[src/rtl/id_operand_scoreboard_pkg.sv]
// Shared definitions for the ID-stage operand/scoreboard unit: default widths,
// control-word layout and the hard-zero register index.
package id_operand_scoreboard_pkg;

  localparam int AW_DEF   = 5;
  localparam int DW_DEF   = 32;
  localparam int ALUOP_W  = 8;
  localparam int ALUSEL_W = 3;
  localparam int CW_DEF   = ALUOP_W + ALUSEL_W;
  localparam int REG_ZERO = 0;

  // Control word as handed to EX: aluop in the upper bits, alusel below.
  typedef struct packed {
    logic [ALUOP_W-1:0]  aluop;
    logic [ALUSEL_W-1:0] alusel;
  } ctl_t;

endpackage

[src/rtl/id_operand_scoreboard_fwd_mux.sv]
// One operand read port: priority forward select (youngest stage wins) and the
// port's interlock term (load-use on the selected stage, or pending long write).
module id_fwd_mux
  import id_operand_scoreboard_pkg::*;
#(
  parameter int NFWD = 2,
  parameter int AW   = AW_DEF,
  parameter int DW   = DW_DEF
) (
  input  logic                 re,
  input  logic [AW-1:0]        raddr,
  input  logic [DW-1:0]        imm,
  input  logic [DW-1:0]        rf_rdata,
  input  logic [NFWD-1:0]      fwd_we,
  input  logic [NFWD*AW-1:0]   fwd_waddr,
  input  logic [NFWD*DW-1:0]   fwd_wdata,
  input  logic [NFWD-1:0]      fwd_rdy,
  input  logic [(1<<AW)-1:0]   pending,
  output logic [DW-1:0]        opv,
  output logic                 hazard
);

  logic          nonzero;
  logic          hit;
  logic          hit_rdy;
  logic [DW-1:0] hit_data;

  assign nonzero = (raddr != AW'(REG_ZERO));

  // Scan oldest to youngest so the lowest-index matching stage is the one kept.
  always_comb begin
    hit      = 1'b0;
    hit_rdy  = 1'b1;
    hit_data = '0;
    for (int s = NFWD - 1; s >= 0; s--) begin
      if (fwd_we[s] && nonzero && (fwd_waddr[s*AW +: AW] == raddr)) begin
        hit      = 1'b1;
        hit_rdy  = fwd_rdy[s];
        hit_data = fwd_wdata[s*DW +: DW];
      end
    end
  end

  always_comb begin
    opv = rf_rdata;
    if (!re) begin
      opv = imm;
    end else if (!nonzero) begin
      opv = '0;
    end else if (hit) begin
      opv = hit_data;
    end
    hazard = re && nonzero && ((hit && !hit_rdy) || pending[raddr]);
  end

endmodule

[src/rtl/id_operand_scoreboard.sv]
// ID-stage operand unit: per-port operand resolution, long-latency write
// scoreboard with RAW/WAW interlocks, and a valid/ready ID/EX output latch.
module id_operand_scoreboard
  import id_operand_scoreboard_pkg::*;
#(
  parameter int NRP  = 2,
  parameter int NFWD = 2,
  parameter int AW   = AW_DEF,
  parameter int DW   = DW_DEF,
  parameter int CW   = CW_DEF
) (
  input  logic                 clk,
  input  logic                 rst,
  input  logic                 in_valid,
  output logic                 in_ready,
  input  logic [NRP-1:0]       in_re,
  input  logic [NRP*AW-1:0]    in_raddr,
  input  logic [NRP*DW-1:0]    in_imm,
  input  logic                 in_we,
  input  logic [AW-1:0]        in_waddr,
  input  logic                 in_long,
  input  logic [CW-1:0]        in_ctl,
  output logic [NRP*AW-1:0]    rf_raddr,
  input  logic [NRP*DW-1:0]    rf_rdata,
  input  logic [NFWD-1:0]      fwd_we,
  input  logic [NFWD*AW-1:0]   fwd_waddr,
  input  logic [NFWD*DW-1:0]   fwd_wdata,
  input  logic [NFWD-1:0]      fwd_rdy,
  input  logic                 done_we,
  input  logic [AW-1:0]        done_addr,
  input  logic                 flush,
  output logic                 out_valid,
  input  logic                 out_ready,
  output logic [NRP*DW-1:0]    out_opv,
  output logic                 out_we,
  output logic [AW-1:0]        out_waddr,
  output logic [CW-1:0]        out_ctl,
  output logic                 stallreq
);

  localparam int NREG = 1 << AW;

  logic [NREG-1:0]     pending;
  logic [NREG-1:0]     pending_next;
  logic [NRP*DW-1:0]   opv_res;
  logic [NRP-1:0]      port_hazard;
  logic                waw;
  logic                hazard;
  logic                issue;

  assign rf_raddr = in_raddr;

  for (genvar p = 0; p < NRP; p++) begin : g_port
    id_fwd_mux #(
      .NFWD (NFWD),
      .AW   (AW),
      .DW   (DW)
    ) u_fwd_mux (
      .re        (in_re[p]),
      .raddr     (in_raddr[p*AW +: AW]),
      .imm       (in_imm[p*DW +: DW]),
      .rf_rdata  (rf_rdata[p*DW +: DW]),
      .fwd_we    (fwd_we),
      .fwd_waddr (fwd_waddr),
      .fwd_wdata (fwd_wdata),
      .fwd_rdy   (fwd_rdy),
      .pending   (pending),
      .opv       (opv_res[p*DW +: DW]),
      .hazard    (port_hazard[p])
    );
  end

  assign waw      = in_we && (in_waddr != AW'(REG_ZERO)) && pending[in_waddr];
  assign hazard   = (|port_hazard) || waw;
  assign stallreq = in_valid && hazard;
  assign issue    = in_valid && !hazard && !flush && (!out_valid || out_ready);
  assign in_ready = issue;

  // Set is applied after clear so a same-cycle retire/reissue stays pending.
  always_comb begin
    pending_next = pending;
    if (done_we) begin
      pending_next[done_addr] = 1'b0;
    end
    if (issue && in_we && in_long && (in_waddr != AW'(REG_ZERO))) begin
      pending_next[in_waddr] = 1'b1;
    end
    pending_next[REG_ZERO] = 1'b0;
  end

  always_ff @(posedge clk or negedge rst) begin
    if (!rst) begin
      pending <= '0;
    end else begin
      pending <= pending_next;
    end
  end

  // Data registers only load on issue, so a stalled or flushed latch keeps its payload.
  always_ff @(posedge clk or negedge rst) begin
    if (!rst) begin
      out_valid <= 1'b0;
      out_opv   <= '0;
      out_we    <= 1'b0;
      out_waddr <= '0;
      out_ctl   <= '0;
    end else if (flush) begin
      out_valid <= 1'b0;
    end else if (issue) begin
      out_valid <= 1'b1;
      out_opv   <= opv_res;
      out_we    <= in_we;
      out_waddr <= in_waddr;
      out_ctl   <= in_ctl;
    end else if (out_ready) begin
      out_valid <= 1'b0;
    end
  end

endmodule
[config.mk]
export PLATFORM = sky130hd
export DESIGN_NAME = id_operand_scoreboard
export DESIGN_NICKNAME = d
export VERILOG_FILES = /design/src/rtl/id_operand_scoreboard_pkg.sv /design/src/rtl/id_operand_scoreboard_fwd_mux.sv /design/src/rtl/id_operand_scoreboard.sv
export SDC_FILE = /design/constraint.sdc
export NUM_CORES = 1
export LEC_CHECK = 0
export BUFFER_PORTS_ARGS = -buffer_cell sky130_fd_sc_hd__buf_4
export CAP_MARGIN = 30
export CORE_UTILIZATION = 45
export CTS_BUF_LIST = sky130_fd_sc_hd__clkbuf_4
export DETAILED_ROUTE_END_ITERATION = 12
export PLACE_DENSITY_LB_ADDON = 0.2
export SLEW_MARGIN = 20
export SYNTH_ARGS = -nofsm -noshare
export SYNTH_HDL_FRONTEND = slang
export SYNTH_SLANG_ARGS = --single-unit
[constraint.sdc]
create_clock -name clk -period 4.3 [get_ports clk]
set_input_delay 0.86 -clock clk [delete_from_list [all_inputs] [get_ports clk]]
set_output_delay 0.86 -clock clk [all_outputs]
set_load 0.1 [all_outputs]
Yosys cells after proc, flatten, opt, wreduce, memory -nomap -nowiden:

Index checks and enable logic that the tools add are counted.

* bits in registers: 113
* bits of input ports: 247
* output and inout bits: 94
* word-level logic and storage cells: 93

* magnitude comparators: 6
* eq/ne operators: 4
* mux-type cells: 33
* bitwise logic cells: 4
* reductions and logical operators: 40

Operators with widths (count)
* 2-to-1 mux 32 bit: 12
* bitwise AND 32 bit: 1
* inverter 32 bit: 1
* bitwise OR 32 bit: 1
* logical AND 1 bit: 25
* less-than comparator 5 x 6 -> 1 bit (second input constant): 4
* == test 5 bit: 4
* 2-to-1 mux 1 bit: 16
* binary-select mux 1 bit (select 5 bit): 3
* nonzero test 5 bit: 3
* demux 1 bit (select 5 bit): 2
* greater-or-equal comparator 5 x 1 -> 1 bit (second input constant): 2
* zero test 1 bit: 5
* logical OR 1 bit: 4
* nonzero test 3 bit: 1
* AND reduction 2 bit: 1
* OR reduction 2 bit: 1
* inverter 1 bit: 1

Depth between registers and ports, before layout:

* word-level depth: 19
* depth in mapped cells: 13
* gate-level depth less buffers: 9

Hierarchy:

From an unflattened synthesis, not the netlist that was laid out.

* cells, all modules: 898
* area, all modules: 8568.2 um2

Modules (own cells, without submodules)
* id_operand_scoreboard: instances 1, cells each 362, area an instance 4864.7 um2, sequential area each 2827.7 um2
* id_fwd_mux: instances 2, cells each 268, area an instance 1851.8 um2, sequential area each 0.0 um2

Worst setup path before layout:

Ideal clock, no wire load.

* path type: input to output
* from: input port in_waddr[2]
* to: output port stallreq
* data arrival time: 3540 ps
* required time: 3440 ps
* path slack: -100 ps
* stages on the path: 8
* buffers on the path: 1
* cells stage by stage: clkbuf_1 > or3b_2 > o32a_1 > a2bb2oi_1 > a41o_1 > o2111ai_1 > nor3_4 > nor2b_1

* longest elaborated chain between the ends: 5
* elaborated cells on any way between the ends: 7
* those cells by class: mux: 2; reduce/logical: 5

Ends and longest elaborated chain
* start: declaration: line id_operand_scoreboard.sv:20 `input logic [AW-1:0] in_waddr,`
* binary-select mux 1 bit (select 5 bit) / nonzero test 5 bit (equally long branches): line id_operand_scoreboard.sv:73 `assign waw = in_we && (in_waddr != AW'(REG_ZERO)) && pending[in_waddr];`
* 2-to-1 mux 1 bit (implied by the code) / logical AND 1 bit (equally long branches): line id_operand_scoreboard.sv:73
* logical AND 1 bit (*): line id_operand_scoreboard.sv:73
* logical OR 1 bit (*): line id_operand_scoreboard.sv:74 `assign hazard = (|port_hazard) || waw;`
* logical AND 1 bit (*): line id_operand_scoreboard.sv:75 `assign stallreq = in_valid && hazard;`
* end: declaration: line id_operand_scoreboard.sv:38 `output logic stallreq`

Every way passes the cells marked *; elsewhere a longest branch is shown, timed or not. The select of a mux whose other input is x is not followed.

Worst setup path after layout:

* from: input port in_waddr[0]
* to: output port in_ready

* longest elaborated chain between the ends: 8
* elaborated cells on any way between the ends: 10
* those cells by class: mux: 2; reduce/logical: 8

Ends and longest elaborated chain
* binary-select mux 1 bit (select 5 bit) / nonzero test 5 bit (equally long branches): line id_operand_scoreboard.sv:73
* 2-to-1 mux 1 bit (implied by the code) / logical AND 1 bit (equally long branches): line id_operand_scoreboard.sv:73
* logical AND 1 bit (*): line id_operand_scoreboard.sv:73
* logical OR 1 bit (*): line id_operand_scoreboard.sv:74
* zero test 1 bit (*): line id_operand_scoreboard.sv:76 `assign issue = in_valid && !hazard && !flush && (!out_valid || out_ready);`
* logical AND 1 bit (*) (3 in series): line id_operand_scoreboard.sv:76
* end: declaration: line id_operand_scoreboard.sv:15 `output logic in_ready,`

Marked as above.

==> flow_summary.json <==
{
  "slew_viol_final": 0,
  "rrSetupSlack_ns": 1.16,
  "min_path_type": "in2async",
  "synth_edf_count": 0,
  "grt_max_degree": 76,
  "die-area_mm2": 0.01816,
  "tritoncts": "built",
  "rr_startpoint": "pending[24]$_DFF_PN0_",
  "p_leak_nw": 5.157,
  "tightest_slew_ns": 0.8690,
  "synth_area_leader_cell": "dfrtp_1",
  "clkSinkCount": 113,
  "synth_seq_cells": 113,
  "cts_setup_buffers": 0,
  "nNetsFinal": 1341,
  "synth_cell_types": 58,
  "antenna_found_initial": 1,
  "reg2regPathDepth": 10,
  "ys.flop_type": "dfrtp_1",
  "dp_hpwl_mm": 20.14,
  "crit_chain": "buf_4 > mux4_2 > and3b_1 > o32ai_1 > a41o_1 > o2111ai_1 > nor3_4 > nand2_4 > inv_4 > buf_4",
  "wl_per_cell_um": 20.56,
  "grt_usage_pct": 30.29,
  "cts-root-buf": "clkbuf_4",
  "core_mm2": 0.01724,
  "rows": 48,
  "yosys-top-cells-area": "dfrtp_1, mux2i_1, mux2_4",
  "start_kind": "primary input",
  "hold_violations": 0,
  "num_vias": 7508,
  "synthArstFlopShare_pct": 100.0,
  "crit_top_cell": "buf_4",
  "slowest_stage": "mux4_2",
  "io_buffer_count": 340,
  "syn_area_per_cell_um2": 10.01,
  "die_w_um": 134.8,
  "die_y_um": 134.8,
  "crit_required_ns": 3.44,
  "cp.arrival_ns": 3.19,
  "ctsResizeCount": 0,
  "insertion_delay_ns": 0.54,
  "yosysSeqAreaShare_pct": 35.65,
  "final_cell_area_mm2": 0.01075,
  "slowest_delay_ns": 0.53,
  "yosysTopAreaCellShare_pct": 35.65,
  "placed_cell_area_mm2": 0.01049,
  "cts_buffers": 17,
  "max_freq_mhz": 246.8,
  "drc": 0,
  "mostFrequentLayoutCells": "buf_4, dfrtp_1, mux2i_1, o21ai_0, mux2_2",
  "clk_pin_slew_ns": 0.11,
  "wl_mm": 27.42,
  "setup_tns_ns": 0,
  "clock_skew_ns": 0.02318,
  "period_minus_slack_ns": 4.051,
  "final_common_cell": "buf_4",
  "fin_cells": 1334,
  "area_delta_synth_final_pct": 35.57,
  "critPathKind": "in2out",
  "ys_warn_count": 0,
  "first_pass_iters": 5,
  "ir_worst_vdd_uv": 449.3,
  "drt_iter0_markers": 512,
  "synth_cells": 792,
  "ioPinCount": 341,
  "rsz0062_at_grt": "false",
  "worstReg2RegEnd": "out_opv[8]$_DFFE_PN0P_",
  "grt_overflow": 0,
  "timing.final.crit_share_pct": 94.21,
  "preCtsSetupSlack_ns": 0.2836,
  "netlist_area_mm2": 0.007931,
  "grt_pass1_wl_mm": 41.66,
  "end_kind": "output port",
  "drv_cap": 0,
  "cts_buffer_depth": 2,
  "fill_cells": 1516,
  "worst_slack_ns": 0.2489,
  "relSlewSlack_pct": 41.75,
  "grt_pass1_vias": 7351,
  "p_per_area_mw_per_mm2": 475.9,
  "layout-drive-gt1-share_pct": 45.08,
  "htreeDepth": 4,
  "ant_nets": 0,
  "status": "finished clean",
  "finalSetupViolations": 0,
  "postCtsHoldBufs": 0,
  "initial_core_util_pct": 46.01,
  "path_max_fanout": 20,
  "dp.cells": 1300,
  "vias_per_cell": 5.628,
  "syn_nets": 1039,
  "gpl.final_weighted_congestion": 0.8623
}
-- power by group --
part           leakage, nW  internal, mW  switching [mW]  total, mW
clock                0.129         0.291           0.478      0.769
sequential            1.42          1.29           0.145       1.44
combinational         3.61         0.784            2.13       2.91
total                 5.16          2.37            2.75       5.12
-- routing by layer --
metal | wire length (um) | global-route usage [%]
met4 | 571 | 10.11
met1 | 11410 | 39.14
met5 | 0 | 0
met3 | 2102 | 6.194
met2 | 13340 | 50.49
-- worst max-delay path: cells and delay by family --
family	cells	cell delay (ns)
muxes	1	0.53
and+or+nand+nor	3	0.63
AOI/OAI and AO/OA	3	0.52
buffers and inverters	3	0.63
-- registers in the layout, summed over array words and instances, names as in the netlist --
register / cells
out_waddr: 5
out_opv: 64
out_we: 1
out_ctl: 11
pending: 31
out_valid: 1
-- synth_stat cells (14+ instances only) --
cell type and instances:
mux2i_1 84, nor2_1 46, inv_1 38, dfrtp_1 113, mux2_4 39, o22ai_1 33, a22o_1 32, o21ai_0 78
buf_2 15, nand2_1 43, clkbuf_1 28, buf_4 14, a21oi_1 37, mux2_2 46, o31ai_1 18
-- worst max-delay path by stage --
stage                 from  cells after the start       end  slack [ns]
4_1_cts        in_waddr[0]                     10  in_ready        0.27
6_report       in_waddr[0]                     10  in_ready        0.25
5_1_grt        in_waddr[0]                     10  in_ready        0.12
3_5_place_dp   in_waddr[0]                     10  in_ready        0.28
3_3_place_gp   in_waddr[0]                     10  in_ready        0.35
2_1_floorplan  in_waddr[2]                      8  stallreq        0.43
-- final cells by class --
class | count | area (um2) | share of cell area [%]
Timing Repair Buffer | 352 | 2655 | 24.69
Clock buffer | 17 | 127.6 | 1.187
Tap cell | 225 | 281.5 | 2.618
Antenna cell | 2 | 5.005 | 0.04654
Sequential cell | 113 | 2828 | 26.30
Clock inverter | 15 | 133.9 | 1.245
Inverter | 39 | 148.9 | 1.385
Multi-Input combinational cell | 571 | 4573 | 42.53
-- through the flow --
step | util, % | hold WS, ns | total power, mW
CTS | 62.35 | 0.3824 | 5.140
finish | 62.38 | 0.4065 | 5.117
global route | 62.38 | 0.4162 | 5.292
detailed placement | 60.84 | 0.4928 | 4.367
global placement | 60.84 | 0.4909 | 4.345
floorplan | - | 0.4971 | 3.626
-- kinds of logic (layout without fill, tap and decap cells) --
kind of cell           count (synthesis)  in the layout  share of synthesized area (%)
buffers and inverters                108            423                          7.099
flip-flops                           113            113                          35.65
multiplexers                         180            180                          27.64
AND/OR/NAND/NOR                      151            151                          9.939
XOR/XNOR                              20             20                          2.209
other                                  0              2                              0
AO/OA/AOI/OAI                        220            220                          17.46
(Power assumes the default switching activity.)
